File: src/rtl/exc_pkg.sv
// Shared definitions for the exception sequencer: cause codes, FSM encoding,
// the decoded-request record and the default handler vector / nesting limit.
package exc_pkg;

  localparam logic [31:0] HANDLER_ADDR_DEF = 32'h0040_0004;
  localparam int          MAX_DEPTH_DEF    = 6;

  localparam logic [4:0] CAUSE_NONE    = 5'b00000;
  localparam logic [4:0] CAUSE_SYSCALL = 5'b01000;
  localparam logic [4:0] CAUSE_BREAK   = 5'b01001;
  localparam logic [4:0] CAUSE_TEQ     = 5'b01101;

  typedef enum logic [1:0] {
    ST_IDLE,
    ST_TRAP,
    ST_REDIRECT,
    ST_RETURN
  } state_t;

  typedef struct packed {
    logic       valid;
    logic       is_eret;
    logic [4:0] cause;
  } exc_req_t;

endpackage

File: src/rtl/exc_ctrl_if.sv
// Pipeline-facing bundle of the exception controller: decoded instruction
// flags and PC in, CP0 / PC-register control out.
interface exc_ctrl_if;
  logic        exc_ena;
  logic        inst_syscall;
  logic        inst_break;
  logic        inst_teq;
  logic        teq_equal;
  logic        inst_eret;
  logic [31:0] pc_in;

  logic [4:0]  cause;
  logic [31:0] exc_pc;
  logic        cp0_eret;
  logic        pc_redirect;
  logic        pc_src_epc;
  logic        stall;
  logic [2:0]  depth;
  logic [1:0]  err;
  // Vector the PC register loads when pc_redirect is high and pc_src_epc is low.
  logic [31:0] handler_addr;

  modport master (
    output exc_ena, inst_syscall, inst_break, inst_teq, teq_equal, inst_eret, pc_in,
    input  cause, exc_pc, cp0_eret, pc_redirect, pc_src_epc, stall, depth, err,
           handler_addr
  );

  modport slave (
    input  exc_ena, inst_syscall, inst_break, inst_teq, teq_equal, inst_eret, pc_in,
    output cause, exc_pc, cp0_eret, pc_redirect, pc_src_epc, stall, depth, err,
           handler_addr
  );
endinterface

File: src/rtl/exc_prio_enc.sv
// Fixed-priority encoder: SYSCALL > BREAK > TEQ (when operands equal) > ERET.
module exc_prio_enc
  import exc_pkg::*;
(
  input  logic     syscall,
  input  logic     brk,
  input  logic     teq,
  input  logic     teq_equal,
  input  logic     eret,
  output exc_req_t req
);

  always_comb begin
    // NOTE: default every output first so no path through the if-chain leaves
    // a signal unassigned, which would otherwise infer a latch.
    req = '0;
    if (syscall) begin
      req.valid = 1'b1;
      req.cause = CAUSE_SYSCALL;
    end else if (brk) begin
      req.valid = 1'b1;
      req.cause = CAUSE_BREAK;
    end else if (teq && teq_equal) begin
      req.valid = 1'b1;
      req.cause = CAUSE_TEQ;
    end else if (eret) begin
      req.valid   = 1'b1;
      req.is_eret = 1'b1;
    end
  end

endmodule

File: src/rtl/exc_ctrl.sv
// Exception/ERET sequencer: accepts one event per IDLE sample, tracks nesting
// depth, and steps TRAP -> REDIRECT or RETURN to steer the PC and CP0.
module exc_ctrl
  import exc_pkg::*;
#(
  parameter logic [31:0] HANDLER_ADDR = HANDLER_ADDR_DEF,
  parameter int          MAX_DEPTH    = MAX_DEPTH_DEF
) (
  input  logic        exc_clk,
  input  logic        exc_rst_n,
  exc_ctrl_if.slave   bus
);

  localparam logic [2:0] DEPTH_MAX = 3'(MAX_DEPTH);

  state_t      state_q, state_d;
  logic [2:0]  depth_q, depth_d;
  logic [1:0]  err_q, err_d;
  logic [31:0] exc_pc_q, exc_pc_d;
  logic [4:0]  trap_cause_q, trap_cause_d;
  exc_req_t    req;

  exc_prio_enc u_prio (
    .syscall   (bus.inst_syscall),
    .brk       (bus.inst_break),
    .teq       (bus.inst_teq),
    .teq_equal (bus.teq_equal),
    .eret      (bus.inst_eret),
    .req       (req)
  );

  // NOTE: every register here is reset because the outputs are decoded from
  // them; a mid-sequence reset must drop stall and strobes immediately.
  always_ff @(posedge exc_clk or negedge exc_rst_n) begin
    if (!exc_rst_n) begin
      state_q      <= ST_IDLE;
      depth_q      <= '0;
      err_q        <= '0;
      exc_pc_q     <= '0;
      trap_cause_q <= CAUSE_NONE;
    end else begin
      // NOTE: non-blocking so all registers update from the same pre-edge values.
      state_q      <= state_d;
      depth_q      <= depth_d;
      err_q        <= err_d;
      exc_pc_q     <= exc_pc_d;
      trap_cause_q <= trap_cause_d;
    end
  end

  always_comb begin
    state_d         = state_q;
    depth_d         = depth_q;
    err_d           = err_q;
    exc_pc_d        = exc_pc_q;
    trap_cause_d    = trap_cause_q;
    bus.cause       = CAUSE_NONE;
    bus.cp0_eret    = 1'b0;
    bus.pc_redirect = 1'b0;
    bus.pc_src_epc  = 1'b0;
    bus.stall       = 1'b1;

    unique case (state_q)
      ST_IDLE: begin
        bus.stall = 1'b0;
        if (bus.exc_ena && req.valid) begin
          if (!req.is_eret) begin
            state_d      = ST_TRAP;
            trap_cause_d = req.cause;
            exc_pc_d     = bus.pc_in;
            // Overflowing traps are still taken; only the flag records them.
            if (depth_q == DEPTH_MAX) err_d[0] = 1'b1;
            else                      depth_d  = depth_q + 3'd1;
          end else if (depth_q != 3'd0) begin
            state_d = ST_RETURN;
            depth_d = depth_q - 3'd1;
          end else begin
            err_d[1] = 1'b1;
          end
        end
      end
      ST_TRAP: begin
        bus.cause = trap_cause_q;
        if (bus.exc_ena) state_d = ST_REDIRECT;
      end
      ST_REDIRECT: begin
        bus.pc_redirect = 1'b1;
        if (bus.exc_ena) state_d = ST_IDLE;
      end
      ST_RETURN: begin
        bus.cp0_eret    = 1'b1;
        bus.pc_redirect = 1'b1;
        bus.pc_src_epc  = 1'b1;
        if (bus.exc_ena) state_d = ST_IDLE;
      end
      default: state_d = ST_IDLE;
    endcase
  end

  assign bus.exc_pc       = exc_pc_q;
  assign bus.depth        = depth_q;
  assign bus.err          = err_q;
  assign bus.handler_addr = HANDLER_ADDR;

endmodule
File: src/flat_wrapper.sv
// flat-port wrapper written by rule: the top's interface ports become plain ports
module exc_ctrl_flat import exc_pkg::*;
#(
  parameter logic [31:0] HANDLER_ADDR = HANDLER_ADDR_DEF,
  parameter int          MAX_DEPTH    = MAX_DEPTH_DEF
)
  (exc_clk, exc_rst_n, bus_exc_ena, bus_inst_syscall, bus_inst_break, bus_inst_teq, bus_teq_equal, bus_inst_eret, bus_pc_in, bus_cause, bus_exc_pc, bus_cp0_eret, bus_pc_redirect, bus_pc_src_epc, bus_stall, bus_depth, bus_err, bus_handler_addr);
  exc_ctrl_if bus_i ();
  input  logic exc_clk;
  input  logic exc_rst_n;
  input wire logic [$bits(bus_i.exc_ena)-1:0] bus_exc_ena;
  input wire logic [$bits(bus_i.inst_syscall)-1:0] bus_inst_syscall;
  input wire logic [$bits(bus_i.inst_break)-1:0] bus_inst_break;
  input wire logic [$bits(bus_i.inst_teq)-1:0] bus_inst_teq;
  input wire logic [$bits(bus_i.teq_equal)-1:0] bus_teq_equal;
  input wire logic [$bits(bus_i.inst_eret)-1:0] bus_inst_eret;
  input wire logic [$bits(bus_i.pc_in)-1:0] bus_pc_in;
  output wire logic [$bits(bus_i.cause)-1:0] bus_cause;
  output wire logic [$bits(bus_i.exc_pc)-1:0] bus_exc_pc;
  output wire logic [$bits(bus_i.cp0_eret)-1:0] bus_cp0_eret;
  output wire logic [$bits(bus_i.pc_redirect)-1:0] bus_pc_redirect;
  output wire logic [$bits(bus_i.pc_src_epc)-1:0] bus_pc_src_epc;
  output wire logic [$bits(bus_i.stall)-1:0] bus_stall;
  output wire logic [$bits(bus_i.depth)-1:0] bus_depth;
  output wire logic [$bits(bus_i.err)-1:0] bus_err;
  output wire logic [$bits(bus_i.handler_addr)-1:0] bus_handler_addr;
  assign bus_i.exc_ena = bus_exc_ena;
  assign bus_i.inst_syscall = bus_inst_syscall;
  assign bus_i.inst_break = bus_inst_break;
  assign bus_i.inst_teq = bus_inst_teq;
  assign bus_i.teq_equal = bus_teq_equal;
  assign bus_i.inst_eret = bus_inst_eret;
  assign bus_i.pc_in = bus_pc_in;
  assign bus_cause = bus_i.cause;
  assign bus_exc_pc = bus_i.exc_pc;
  assign bus_cp0_eret = bus_i.cp0_eret;
  assign bus_pc_redirect = bus_i.pc_redirect;
  assign bus_pc_src_epc = bus_i.pc_src_epc;
  assign bus_stall = bus_i.stall;
  assign bus_depth = bus_i.depth;
  assign bus_err = bus_i.err;
  assign bus_handler_addr = bus_i.handler_addr;
  exc_ctrl #(.HANDLER_ADDR(HANDLER_ADDR), .MAX_DEPTH(MAX_DEPTH)) u_core (.exc_clk(exc_clk), .exc_rst_n(exc_rst_n), .bus(bus_i));
endmodule
File: config.mk
export PLATFORM = sky130hd
export DESIGN_NAME = exc_ctrl_flat
export DESIGN_NICKNAME = d
export VERILOG_FILES = /design/src/rtl/exc_pkg.sv /design/src/rtl/exc_ctrl_if.sv /design/src/rtl/exc_prio_enc.sv /design/src/rtl/exc_ctrl.sv /design/src/flat_wrapper.sv
export SDC_FILE = /design/constraint.sdc
export NUM_CORES = 1
export LEC_CHECK = 0
export CAP_MARGIN = 0
export CORE_MARGIN = 2
export CORE_UTILIZATION = 37
export CTS_BUF_LIST = sky130_fd_sc_hd__clkbuf_8
export DETAILED_ROUTE_END_ITERATION = 6
export GPL_TIMING_DRIVEN = 0
export PLACE_DENSITY = 0.81
export SLEW_MARGIN = 20
export SYNTH_ARGS = -nofsm -noshare
export SYNTH_HDL_FRONTEND = slang
export SYNTH_HIERARCHICAL = 1
export SYNTH_SLANG_ARGS = --single-unit
File: constraint.sdc
create_clock -name exc_clk -period 1.5 [get_ports exc_clk]
set_input_delay 0.225 -clock exc_clk [delete_from_list [all_inputs] [get_ports exc_clk]]
set_output_delay 0.225 -clock exc_clk [all_outputs]
set_load 0.1 [all_outputs]
# Yosys cells after proc, flatten, opt, wreduce, memory -nomap -nowiden

Index checks and enable logic that the tools add are counted.

Register bits: 44
Output and inout bits: 78
Word-level logic and storage cells: 53

Add/subtract/negate cells: 2
Equality and inequality tests: 10
Mux-type cells: 23
Bitwise logic cells: 2
Reductions and logical operators: 10

Operators with widths:

| cell                  | count |
|---|---|
| $reduce_and A4 Y1     | 4 |
| $mux W2               | 6 |
| $mux W4               | 3 |
| $mux W1               | 9 |
| $mux W3               | 3 |
| $ne A2 B1 Y1 const B  | 3 |
| $pmux W2 S3           | 1 |
| $mux W5               | 1 |
| $eq A2 B2 Y1 const B  | 2 |
| $ne A2 B2 Y1 const B  | 2 |
| $add A3 B1 Y3 const B | 1 |
| $eq A3 B3 Y1 const B  | 1 |
| $ne A3 B3 Y1 const B  | 1 |
| $reduce_and A3 Y1     | 1 |
| $reduce_bool A3 Y1    | 1 |
| $sub A3 B1 Y3 const B | 1 |
| $eq A2 B1 Y1 const B  | 1 |
| $logic_and A1 B1 Y1   | 2 |
| $logic_not A2 Y1      | 1 |
| $not A1 Y1            | 2 |
| $reduce_or A2 Y1      | 1 |

# Longest topological paths before layout

Gate-level depths: netlist of the first run.

Depth in word-level cells: 7
Depth in mapped cells: 9
Gate-level depth less buffers: 8

# Modules after synthesis

The synthesis of the first run kept the hierarchy.

Modules (own cells, without submodules):

| module       | instances | cells an instance | area an instance (sq um) |
|---|---|---|---|
| exc_ctrl     | 1         | 169               | 2212.1 |
| exc_prio_enc | 1         | 11                | 65.1 |

# Worst setup path after synthesis of the first run

OpenSTA, ideal clock, no wires.

Path type: reg-to-reg
Start: reg u_core.depth_q[0], in the netlist u_core/bus.depth[0]
End: reg u_core.depth_q[2], in the netlist u_core/bus.depth[2]
Library setup time: 127 ps
Arrival: 2029 ps
Required time: 1373 ps
Slack: -656 ps
Stages on the path, launching flop included: 7
Path buffers: 0
Cell sequence: dfrtp_1 > inv_1 > fa_1 > inv_1 > nand4_1 > a21oi_1 > nor3_1

Cells in the longest elaborated chain, start to end: 3
Elaborated cells between the ends (all ways): 10
Classes of those cells: add/sub: 2; eq/ne: 3; mux: 3; reduce/logical: 2

Ends and longest elaborated chain:

| element                                             | RTL line       | source |
|---|---|---|
| start: declaration                                  | exc_ctrl.sv:17 | `logic [2:0] depth_q, depth_d;` |
| start signal: assignment                            | exc_ctrl.sv:44 | `depth_q <= depth_d;` |
| $add A3 B1 Y3, or another cell as far along         | exc_ctrl.sv:73 | `else depth_d = depth_q + 3'd1;` |
| $mux W3, or another cell as far along               | exc_ctrl.sv:72 | `if (depth_q == DEPTH_MAX) err_d[0] = 1'b1;` |
| $mux W3 / $reduce_and A4 Y1 (equally long branches) | -              |  |

Parallel ways exist; a longest one is shown, timed or not. The select of a mux whose other input is x is not followed.
A chain may end at the register's enable or synchronous reset.

# Worst setup path in the final report of the first run

Start: reg u_core.state_q[0]
End: out bus_cause[2]

Cells in the longest elaborated chain, start to end: 2

Ends and longest elaborated chain:

| element                  | RTL line           | source |
|---|---|---|
| start: declaration       | exc_ctrl.sv:16     | `state_t state_q, state_d;` |
| start signal: assignment | exc_ctrl.sv:43     | `state_q <= state_d;` |
| $eq A2 B1 Y1             | exc_ctrl.sv:63     | `unique case (state_q)` |
| $mux W5                  | exc_ctrl.sv:63     |  |
| end: declaration         | flat_wrapper.sv:18 | `output wire logic [$bits(bus_i.cause)-1:0] bus_cause;` |

No other way between the ends.

==> results of run 1 <==
worst paths after layout:
| check | cells after the start | start | to | slack [ns] |
|---|---|---|---|---|
| setup reg to reg | 6 | u_core/state_q[0] | u_core/bus.depth[2] | -0.04 |
| max in group asynchronous | 3 | exc_rst_n | u_core/state_q[1] | 0.48 |
| setup / recovery | 4 | u_core/state_q[0] | bus_cause[2] | -0.04 |
| hold / removal | 3 | bus_inst_syscall | u_core/trap_cause_q[2] | 0.36 |
| hold reg to reg | 1 | u_core/bus.err[1] | u_core/bus.err[1] | 0.49 |
| min in group asynchronous | 2 | exc_rst_n | u_core/bus.exc_pc[28] | 0.48 |
worst max-delay path, stage by stage (launching register included):
cell and delay (ns):
dfrtp_1 0.41, inv_2 0.07, nor2_4 0.18, and2_4 0.20
buf_12 0.17
what timing repair did:
action	in CTS	in global routing
buffers inserted	9	7
hold buffers	1	0
pin swaps	10	12
endpoints found under the hold margin	24	0
setup endpoints to repair	90	50
cloned	0	2
resized for setup	225	28
logic make-up after synthesis:
| family | count (synthesis) | synth area share [%] |
|---|---|---|
| compound gates | 15 | 4.29 |
| xor+xnor | 1 | 0.385 |
| fa+ha+maj | 1 | 0.879 |
| buf+inv | 49 | 15.9 |
| flops | 44 | 48.4 |
| mux | 37 | 21.4 |
| other cells | 3 | 0.494 |
| simple gates | 30 | 8.30 |
per-stage QoR:
stage	cells	hold slack [ns]	area, um^2	setup TNS, ns	utilization, %
floorplan	211	-0.0706	2430	-0.278	-
global placement	371	0.450	3380	-82.23	57.1
detailed placement	372	0.279	3400	-39.37	57.5
CTS	390	0.352	3710	-0.184	62.6
global route	398	0.356	3880	-2.94	65.5
finish	398	0.361	3880	-0.568	65.5
flip-flops by register name, indices dropped and copies added, names as in the netlist:
name,cells
u_core/bus.depth,3
u_core/bus.err,2
u_core/bus.exc_pc,32
u_core/state_q,2
u_core/trap_cause_q,5
placed cells by master (no fill, tap or decap), drive strengths merged, types with 2 or more instances in the layout:
master          n
mux2           37
clkdlybuf4s15  34
o21ai           3
nand4           2
clkbuf          9
nor2            4
nand2           6
conb           34
buf            74
dfrtp          44
dlygate4sd2     2
and2            7
inv             9
nor3            3
a21oi           5
clkdlybuf4s50  32
nand2b          2
layer usage:
metal / part of all wire [%] / up-vias / track usage (%)
li1: - / 824 / -
met1: 38 / 827 / 17.0
met2: 53 / 76 / 28.1
met3: 7.8 / 11 / 4.35
met4: 1.2 / 0 / 4.50
met5: 0 / - / 0
layout make-up:
cell class | count | area share, %
Inverter | 7 | 0.806
Multi-Input combinational cell | 118 | 26.8
Buffer | 41 | 8.61
Clock inverter | 2 | 0.193
Sequential cell | 44 | 28.7
Tap cell | 75 | 2.42
Timing Repair Buffer | 105 | 30.4
Clock buffer | 6 | 2.13
==> flow_summary_export.csv, run 1 <==
group,metric,value,unit
cts,htreeDepth,2,
sta,max_slew.worst_pin.slew,0.626,ns
route,ant_nets,0,
global_routing,grt_pass1_wl,7890,um
status,outcome,"finished, violations left",
floorplan,start_util,38.5,%
sta,relSlewSlack,58.3,%
critical_path,worstPathArrival,1.32,ns
cells_and_area,area_delta_synth_final,70.4,%
cells_and_area,ff_latch_area,1110,um^2
route,vias_per_cell,4.37,
route,wl_per_cell,13.9,um
global_routing,gr-total-overflow,0,
floorplan,die_h,82.5,um
placed_design,pre_cts_slack,-0.873,ns
floorplan,die_width,82.5,um
cts,clk_pin_slew_worst_paths,0.08,ns
floorplan,dieArea,6800,um^2
cts,cts_buffers,5,
synthesis,synth-seq-area-share,48.4,%
route,drtIter0Drc,72,
floorplan,core-area,5920,um^2
cells_and_area,nFillCells,463,
cells_and_area,multi_input_area,1040,um^2
floorplan,rows,28,
cells_and_area,drive_gt1_share,57.3,%
cts,clk_latency,0.29,ns
global_routing,antenna_found_initial,0,
cts,cts_root_buffer,"clkbuf_8",
sta,worst_slack,-0.0428,ns
critical_path,critPathMaxFanout,5,
sta,fmax,648,MHz
sta,rsz0062_at_grt,"yes",
synthesis,synth_commonest_cells,"44 x dfrtp_1, 36 x buf_4, 19 x mux2_4, 18 x mux2_2",
synthesis,synth_top_flop_cell,"dfrtp_1",
floorplan,io_pins,118,
sta,fin_crit,1.54,ns
synthesis,synth_top_area_cell,"dfrtp_1",
synthesis,syn-instance-count,180,
synthesis,syn_area_per_cell,12.7,um^2
route,drt_first_pass_iters,4,
hold_path,min_path_type,"input port to register",
placed_design,gp_congestion,0.746,
synthesis,synth.ff_latch_count,44,
cells_and_area,nNetsFinal,363,
cells_and_area,diodes,0,
sta,final-hold-violation-count,0,
global_routing,grt_pass1_vias,1691,
route,via_count,1738,
synthesis,synth_cell_type_count,35,
synthesis,synthTopCellsByArea,"dfrtp_1 48%, mux2_4 13%, buf_4 12%",
global_routing,grt_max_degree,26,
placed_design,portBuffers,85,
route,wl,5540,um
synthesis,yosysMostFrequentCell,"dfrtp_1",
synthesis,synth_edf_count,0,
cts,cts_tree,"done",
critical_path,criticalPathCategory,"register to output pin",
cts,cts_buffer_depth,2,
sta,setup_viol,25,
critical_path,critPathRequiredTime,1.27,ns
placed_design,dp.final_hpwl,3910,um
global_routing,track_usage,15.3,%
critical_path,cp-end-kind,"output pin",
sta,slew_viol_final,0,
cts,cts.sinks,44,
synthesis,syn_area,2280,um^2
status,violations,"negative setup slack",
synthesis,async_flop_share,100,%
synthesis,yosysWarnings,6,
sta,fin_crit_sh,103,%
sta,fin_worst_skew,0.00398,ns
critical_path,cp-start-kind,"register",
synthesis,synth_top_cell_area_share,48.4,%
route,drc_errors,0,
job,maxCapViolCount,0,
Power of run 1 is not shown: default switching activity piles up to over one toggle a cycle in this logic, so the estimate is an artifact.
==> run 2: changes to the inputs <==
--- a/config.mk
+++ b/config.mk
@@ -5,6 +5,7 @@
 export SDC_FILE = /design/constraint.sdc
 export NUM_CORES = 1
 export LEC_CHECK = 0
+export ABC_AREA = 1
 export CAP_MARGIN = 0
 export CORE_MARGIN = 2
 export CORE_UTILIZATION = 37
==> flow_summary_export.csv, run 2 <==
group,metric,value,unit
status,outcome,"complete, no violations",
hold_path,worstHoldStart,"bus_inst_break",
cts,cts_tree,"done",
cells_and_area,final_cell_mix,"124 x nand2_1, 43 x buf_4, 40 x dfrtp_1",
placed_design,dp.cells,464,
cts,clk_pin_slew_worst_paths,0.08,ns
sta,fin_worst_skew,0.00878,ns
cells_and_area,nNetsFinal,445,
critical_path,cp-start-kind,"register",
global_routing,antenna_found_initial,0,
route,drc_errors,0,
critical_path,r2r_slack,0.12,ns
cells_and_area,largest_register_ffs,32,
floorplan,core-area,5850,um^2
cts,cts_root_buffer,"clkbuf_8",
critical_path,cp-end-kind,"output pin",
cts,cts_buffers,5,
cells_and_area,diodes,0,
synthesis,synth_top_cell_area_share,49.7,%
sta,setup_viol,0,
critical_path,r2r_end,"u_core/trap_cause_q[4]",
global_routing,grt_pass1_wl,8130,um
global_routing,grt_pass1_vias,1814,
global_routing,track_usage,15.8,%
cells_and_area,drive_gt1_share,33.4,%
route,drt_first_pass_iters,6,
route,drtIter0Drc,59,
synthesis,yosysMostFrequentCell,"nand2_1",
sta,fmax,684,MHz
global_routing,gr-total-overflow,0,
critical_path,criticalPathCategory,"register to output pin",
synthesis,yosysWarnings,6,
critical_path,critPathRequiredTime,1.27,ns
synthesis,syn-instance-count,272,
cells_and_area,area_delta_synth_final,62.8,%
cells_and_area,nFillCells,524,
floorplan,dieArea,6620,um^2
critical_path,critPathMaxFanout,5,
cells_and_area,layout_commonest_cell,"nand2_1",
job,maxCapViolCount,0,
route,wl,5270,um
hold_path,hold_depth,4,
synthesis,synthTopCellsByArea,"dfrtp_1 50%, nand2_1 22%, buf_4 12%",
synthesis,synth_edf_count,0,
hold_path,worstHoldEndpoint,"u_core/trap_cause_q[2]",
placed_design,dp.final_hpwl,3900,um
sta,final-hold-violation-count,0,
route,wl_per_cell,11.0,um
cts,clk_latency,0.29,ns
sta,fin_crit,1.46,ns
hold_path,min_path_type,"input port to register",
placed_design,pre_cts_slack,-0.659,ns
placed_design,portBuffers,85,
sta,fin_setup_tns,0,ns
sta,fin_crit_sh,97.5,%
synthesis,syn_area_per_cell,8.14,um^2
sta,slew_viol_final,0,
cts,htreeDepth,2,
critical_path,worstPathArrival,1.24,ns
global_routing,grt_max_degree,26,
sta,holdWs,0.405,ns
synthesis,synth_top_flop_cell,"dfrtp_1",
synthesis,syn_area,2210,um^2
floorplan,start_util,37.9,%
floorplan,die_width,81.4,um
sta,max_slew.worst_pin.slew,0.558,ns
cts,cts_buffer_depth,2,
critical_path,rr_startpoint,"u_core/state_q[0]",
synthesis,synth_top_area_cell,"dfrtp_1",
sta,worst_slack,0.0381,ns
critical_path,reg2regPathDepth,7,
synthesis,async_flop_share,100,%
synthesis,synth_commonest_cells,"128 x nand2_1, 44 x dfrtp_1, 35 x buf_4, 17 x inv_1, 9 x nor2_1",
cts,cts.sinks,44,
placed_design,gp_congestion,0.874,
route,ant_nets,0,
synthesis,synth-seq-area-share,49.7,%
route,via_count,1984,
synthesis,synth.ff_latch_count,44,
sta,rsz0062_at_grt,"yes",
cells_and_area,final_cells,479,
route,vias_per_cell,4.14,
sta,relSlewSlack,63.0,%
floorplan,rows,28,
synthesis,synth_cell_type_count,23,
floorplan,die_h,81.4,um
floorplan,io_pins,118,
[run 2: cell families after synthesis]
group,Yosys count,share of synthesized area [%]
AO/OA/AOI/OAI,8,2.15
adder cells (fa/ha/maj),1,0.904
buffers and inverters,63,18.2
flip-flops,44,49.7
other,3,0.508
AND/OR/NAND/NOR,153,28.5
[run 2: critical path, stage by stage (launching register included)]
cell,delay (ns)
dfrtp_1,0.43
inv_4,0.12
nand2_8,0.09
nor2_4,0.12
buf_12,0.18
[run 2: metrics by stage]
| stage | area, um^2 | utilization, % |
|---|---|---|
| floorplan | 2360 | - |
| global placement | 3300 | 56.5 |
| detailed placement | 3320 | 56.7 |
| CTS | 3520 | 60.2 |
| global route | 3610 | 61.6 |
| finish | 3610 | 61.6 |
[run 2: worst max-delay path by stage]
stage	startpoint	to	slack (ns)	cells past startpoint
global route	u_core/state_q[1]	bus_cause[3]	-0.03	4
finish	u_core/state_q[1]	bus_cause[3]	0.04	4
floorplan	u_core/state_q[1]	bus_cause[0]	-0.16	3
CTS	u_core/state_q[1]	bus_cause[1]	-0.008	4
global placement	exc_rst_n	u_core/bus.depth[1]	-1.22	1
detailed placement	u_core/state_q[1]	bus_cause[1]	-0.66	4
[run 2: final cells by class]
type	count	area, um^2	share of cell area [%]
plain buffers	43	330	9.16
repair buffers	94	1000	27.8
well taps	75	93.8	2.60
inverters	20	88.8	2.46
multi-input cells	196	902	25.0
clock inverters	2	8.76	0.243
flip-flops and latches	44	1110	30.8
clock buffers	5	68.8	1.91
[run 2: per-layer routing]
metal / wire (um) / GRT usage [%]
met5: 0 / 0
met4: 9 / 3.73
met3: 542 / 4.11
met2: 2620 / 27.3
met1: 2100 / 19.6
[run 2: what timing repair did]
item	4_1_cts	5_1_grt
setup endpoints to repair	54	43
buffers inserted	5	2
hold buffers	1	0
endpoints found under the hold margin	19	0
pin swaps	3	4
gates resized for setup	191	21
Power of run 2 is left out for the same reason.
==> run 3: changes to the inputs <==
--- a/config.mk
+++ b/config.mk
@@ -10,6 +10,7 @@
 export CORE_MARGIN = 2
 export CORE_UTILIZATION = 37
 export CTS_BUF_LIST = sky130_fd_sc_hd__clkbuf_8
+export CTS_CLUSTER_SIZE = 30
 export DETAILED_ROUTE_END_ITERATION = 6
 export GPL_TIMING_DRIVEN = 0
 export PLACE_DENSITY = 0.81
==> results of run 3 <==
Same layout as run 2: the final DEF is identical, and so are final timing and power.
Power of run 3 is left out for the same reason.
